==> config.mk <==
export PLATFORM = sky130hd
export DESIGN_NAME = picosoc_bus_arbiter
export DESIGN_NICKNAME = d
export VERILOG_FILES = /design/src/rtl/picosoc_bus_arbiter.sv
export SDC_FILE = /design/constraint.sdc
export NUM_CORES = 1
export LEC_CHECK = 0
export CAP_MARGIN = 40
export CORE_AREA = 2 2 135 137
export CTS_CLUSTER_SIZE = 20
export DETAILED_ROUTE_END_ITERATION = 12
export DIE_AREA = 0 0 137 139
export GPL_TIMING_DRIVEN = 0
export SLEW_MARGIN = 20
export SYNTH_ARGS = -nofsm -noshare
export SYNTH_HDL_FRONTEND = slang
export SYNTH_SLANG_ARGS = --single-unit
==> constraint.sdc <==
create_clock -name clk -period 4.95 [get_ports clk]
set_input_delay 0.495 -clock clk [delete_from_list [all_inputs] [get_ports clk]]
set_output_delay 0.495 -clock clk [all_outputs]
set_load 0.02 [all_outputs]
==> src/rtl/picosoc_bus_arbiter.sv <==
// Two-master round-robin arbiter for a shared PicoRV32-style valid/ready bus.
// The arbiter completes a stalled transfer locally after TIMEOUT cycles and reports it.
module picosoc_bus_arbiter #(
    parameter int          TIMEOUT   = 255,
    parameter logic [31:0] ERR_RDATA = 32'hFFFF_FFFF
) (
    input  logic        clk,
    input  logic        resetn,

    input  logic        m0_valid,
    input  logic [31:0] m0_addr,
    input  logic [31:0] m0_wdata,
    input  logic [3:0]  m0_wstrb,
    output logic        m0_ready,
    output logic [31:0] m0_rdata,

    input  logic        m1_valid,
    input  logic [31:0] m1_addr,
    input  logic [31:0] m1_wdata,
    input  logic [3:0]  m1_wstrb,
    output logic        m1_ready,
    output logic [31:0] m1_rdata,

    output logic        s_valid,
    output logic [31:0] s_addr,
    output logic [31:0] s_wdata,
    output logic [3:0]  s_wstrb,
    input  logic        s_ready,
    input  logic [31:0] s_rdata,

    output logic [1:0]  grant,
    output logic        timeout_irq,
    output logic        timeout_flag,
    output logic [31:0] timeout_addr,
    input  logic        timeout_clr
);

    localparam logic [0:0] ST_IDLE = 1'b0;
    localparam logic [0:0] ST_BUSY = 1'b1;

    localparam logic       TMO_EN     = (TIMEOUT != 0);
    localparam int         TMO_LAST_I = (TIMEOUT > 0) ? (TIMEOUT - 1) : 0;
    localparam logic [7:0] TMO_LAST   = TMO_LAST_I[7:0];

    logic [0:0]  state_q, state_d;
    logic        owner_q, owner_d;   // 0 = m0, 1 = m1
    logic        last_q, last_d;     // master that completed most recently
    logic [7:0]  cnt_q, cnt_d;
    logic        irq_q, irq_d;
    logic        flag_q, flag_d;
    logic [31:0] taddr_q, taddr_d;

    logic        busy;
    logic        own_valid;
    logic        tmo_hit;
    logic [31:0] done_rdata;

    assign busy      = (state_q == ST_BUSY);
    assign own_valid = owner_q ? m1_valid : m0_valid;
    // s_ready has priority: a response arriving on the limit cycle is a normal completion.
    assign tmo_hit   = TMO_EN && busy && (cnt_q == TMO_LAST) && !s_ready;
    assign done_rdata = tmo_hit ? ERR_RDATA : s_rdata;

    assign s_valid = busy;
    assign s_addr  = busy ? (owner_q ? m1_addr  : m0_addr)  : 32'h0;
    assign s_wdata = busy ? (owner_q ? m1_wdata : m0_wdata) : 32'h0;
    assign s_wstrb = busy ? (owner_q ? m1_wstrb : m0_wstrb) : 4'h0;

    assign m0_ready = busy && !owner_q && (s_ready || tmo_hit);
    assign m1_ready = busy &&  owner_q && (s_ready || tmo_hit);
    assign m0_rdata = (busy && !owner_q) ? done_rdata : 32'h0;
    assign m1_rdata = (busy &&  owner_q) ? done_rdata : 32'h0;

    assign grant        = busy ? {owner_q, ~owner_q} : 2'b00;
    assign timeout_irq  = irq_q;
    assign timeout_flag = flag_q;
    assign timeout_addr = taddr_q;

    always_comb begin
        state_d = state_q;
        owner_d = owner_q;
        last_d  = last_q;
        cnt_d   = cnt_q;
        irq_d   = tmo_hit;
        flag_d  = flag_q;
        taddr_d = taddr_q;

        if (tmo_hit) begin
            flag_d  = 1'b1;
            taddr_d = s_addr;
        end else if (timeout_clr) begin
            flag_d  = 1'b0;
        end

        if (!busy) begin
            if (m0_valid || m1_valid) begin
                state_d = ST_BUSY;
                cnt_d   = 8'd0;
                if (m0_valid && m1_valid) begin
                    owner_d = ~last_q;
                end else begin
                    owner_d = m1_valid;
                end
            end
        end else if (s_ready || tmo_hit) begin
            state_d = ST_IDLE;
            last_d  = owner_q;
        end else if (!own_valid) begin
            // Master withdrew its request: abandon without counting it as served.
            state_d = ST_IDLE;
        end else begin
            cnt_d = cnt_q + 8'd1;
        end
    end

    always_ff @(posedge clk or negedge resetn) begin
        if (!resetn) begin
            state_q <= ST_IDLE;
            owner_q <= 1'b0;
            last_q  <= 1'b1;
            cnt_q   <= 8'd0;
            irq_q   <= 1'b0;
            flag_q  <= 1'b0;
            taddr_q <= 32'h0;
        end else begin
            state_q <= state_d;
            owner_q <= owner_d;
            last_q  <= last_d;
            cnt_q   <= cnt_d;
            irq_q   <= irq_d;
            flag_q  <= flag_d;
            taddr_q <= taddr_d;
        end
    end

endmodule

==> results.yml <==
clock_tree:
  insertion_delay_ns: 0.28
  htree_num_levels: 2
  cts_setup_buffers: 0
  clock-sinks: 45
  cts_root_buffer: "clkbuf_16"
  clk_path_buf_depth: 2
  numCtsBuffers: 5
  ctsResizeCount: 0
  hold_buffers: 0
  clkTransAtPathRegs_ns: 0.06
  cts_tree: "built"
floorplan:
  start_util_pct: 19.6
  dieArea_um2: 19000
  die_w_um: 137
  rows: 49
  fp.dieH_um: 139
  io_pins: 345
  core_um2: 17700
worst_setup_path:
  reg2reg_to: "timeout_addr[0]"
  crit_arrival_ns: 2.80
  cp_data_required_time_ns: 4.45
  rr_startpoint: "cnt_q[0]"
  worstSetupEndpointType: "output pin"
  critPathCapture: "m1_rdata[27]"
  rr_worst_depth: 9
  worstSetupStartpoint: "cnt_q[0]"
  critPathMaxFanout: 10
  startpoint_type: "register"
  path_class: "reg -> out"
  reg2reg_slack_ns: 3.08
global_routing:
  grt_pass1_wl_um: 26600
  grt_pass1_vias: 4517
  antenna_found_initial: 1
  grt_max_degree: 30
  grt.overflow.total: 0
  track_usage_pct: 18.1
route:
  first_pass_iters: 4
  wl_met2_um: 8460
  wl_met1_um: 7200
  drc: 0
  ant_nets: 0
  wl_per_cell_um: 17.0
  drt-total-wl_um: 17900
  viasPerCell: 4.29
  wl_met3_um: 1850
  top_layer: "met5"
  vias: 4515
  drt_iter0_drc: 163
timing:
  setup_slack_ns: 1.65
  timing.fmax_mhz: 303
  fin_crit_sh_pct: 66.6
  rsz0062_at_grt: "false"
  tightest_slew_ns: 0.540
  hold_viol: 0
  fin_setup_tns_ns: 0
  skew_ns: 0.00341
  slew_violations: 0
  holdWs_ns: 0.145
  max_slew_margin_pct: 64.0
  period_needed_ns: 3.30
  setup_violations: 0
run:
  drv_cap: 0
logic_synthesis:
  syn_area_um2: 3450
  synth_top_area_share_pct: 31.9
  syn_nets: 646
  synth_warnings: 0
  yosysUniqueCellTypes: 33
  synth-seq-area-share_pct: 32.7
  synth_top_cell_by_area: "dfrtp_1"
  yosysMostFrequentCell: "nor2_1"
  async_reset_ff_share_pct: 100
  yosys_register_bits: 45
  synthCells: 470
  synth_common_cells: "134 x nor2_1, 108 x nand2_1, 70 x mux2i_1"
  yosys_most_used_dff: "dfrtp_1"
  synthTopCellsByArea: "dfrtp_1 32%, mux2i_1 20%, nor2_1 15%"
  synth-edff-count: 0
  syn_area_per_cell_um2: 7.34
power_and_ir_drop:
  pwr_density_cell_nw_per_um2: 385
  internal_power_w: 0.00154
  p_seq_share_pct: 14.8
  clock_power_share_pct: 11.8
  power_leakage_nw: 3.22
  power_frac_comb_pct: 73.4
  p_sw_share_pct: 45.7
  power_switching_w: 0.00129
  worst_ir_drop_vdd_v: 0.000175
cells_and_area:
  fin_nets: 998
  drive_above_1_share_pct: 4.37
  synthToLayoutAreaGrowth_pct: 113
  diodes: 0
place:
  portBuffers: 344
  preCtsSetupSlack_ns: 1.66
  dpl.hpwl_um: 14900
  gp_congestion: 0.856
worst_hold_path:
  hold_path.class: "in -> async"
run_status:
  status: "finished clean"
[power by group through the flow]
stage | logic [W] | clock network (W) | registers [W]
after CTS | 0.00210 | 0.000351 | 0.000419
after global routing | 0.00221 | 0.000367 | 0.000424
after global placement | 0.00210 | 0 | 0.000425
after floorplan | 0.00110 | 0 | 0.000423
after detailed placement | 0.00209 | 0 | 0.000426
final | 0.00208 | 0.000335 | 0.000419
[layout by cell type, fill, tap and decap left out, types with 5 or more instances in the layout]
cell / count
clkdlybuf4s50_1: 343
o21ai_0: 6
o21a_1: 31
nand2_1: 108
clkbuf_16: 5
mux2i_1: 70
nor2_1: 134
nand3_1: 5
clkbuf_1: 12
inv_1: 8
buf_4: 6
dfrtp_1: 44
buf_2: 13
[cells by family (layout without fill, tap and decap cells)]
group                    count (synthesis)  in the layout  share of synthesized area, %
AO/OA/AOI/OAI                           47             47                          9.97
adder cells (fa/ha/maj)                  2              2                         0.725
buffers and inverters                   44            397                          6.09
flip-flops                              45             45                          32.7
multiplexers                            71             71                          20.6
AND/OR/NAND/NOR                        261            261                          29.9
[registers in the layout (all words and copies together) (netlist names)]
register	cells
timeout_irq	1
timeout_flag	1
owner_q	1
cnt_q	8
last_q	1
timeout_addr	32
s_valid	1
[worst min path at each step]
stage / cells past startpoint / slack (ns) / end / from
after floorplan: 0 / 0.20 / cnt_q[0] / resetn
after global placement: 2 / 0.46 / timeout_addr[3] / timeout_addr[3]
after detailed placement: 2 / 0.46 / timeout_addr[24] / timeout_addr[24]
after CTS: 1 / 0.16 / timeout_addr[31] / resetn
after global routing: 1 / 0.16 / timeout_addr[31] / resetn
final: 1 / 0.15 / timeout_addr[31] / resetn
[stage by stage]
step	cell area (µm²)	cells	power [W]	utilization [%]
floorplan	3450	470	0.00152	-
global placement	7180	1043	0.00252	40.7
detailed placement	7200	1044	0.00252	40.8
CTS	7340	1052	0.00287	41.6
global route	7340	1052	0.00300	41.6
finish	7340	1052	0.00283	41.6
[layer usage]
layer  vias to the layer above  GRT usage, %
met1                      2018          21.2
met2                       220          31.4
met4                         2          4.83
li1                       2250             -
met5                         -             0
met3                        25          6.03
[critical path: stages, from the launching register on]
cell	delay [ns]
dfrtp_1	0.40
inv_1	0.10
ha_1	0.15
and4_4	0.23
nand3b_2	0.20
inv_2	0.17
buf_6	0.18
buf_4	0.21
nor2_1	0.05
nor2_1	0.15
clkdlybuf4s50_1	0.66
[layout make-up]
type / count / area, µm²
Tap cell: 229 / 287
Inverter: 9 / 33.8
Buffer: 35 / 176
Timing Repair Buffer: 345 / 3460
Sequential cell: 45 / 1130
Fill cell: 1830 / 10300
Clock inverter: 3 / 21.3
Clock buffer: 5 / 125
Multi-Input combinational cell: 381 / 2110
(Power assumes the default switching activity.)
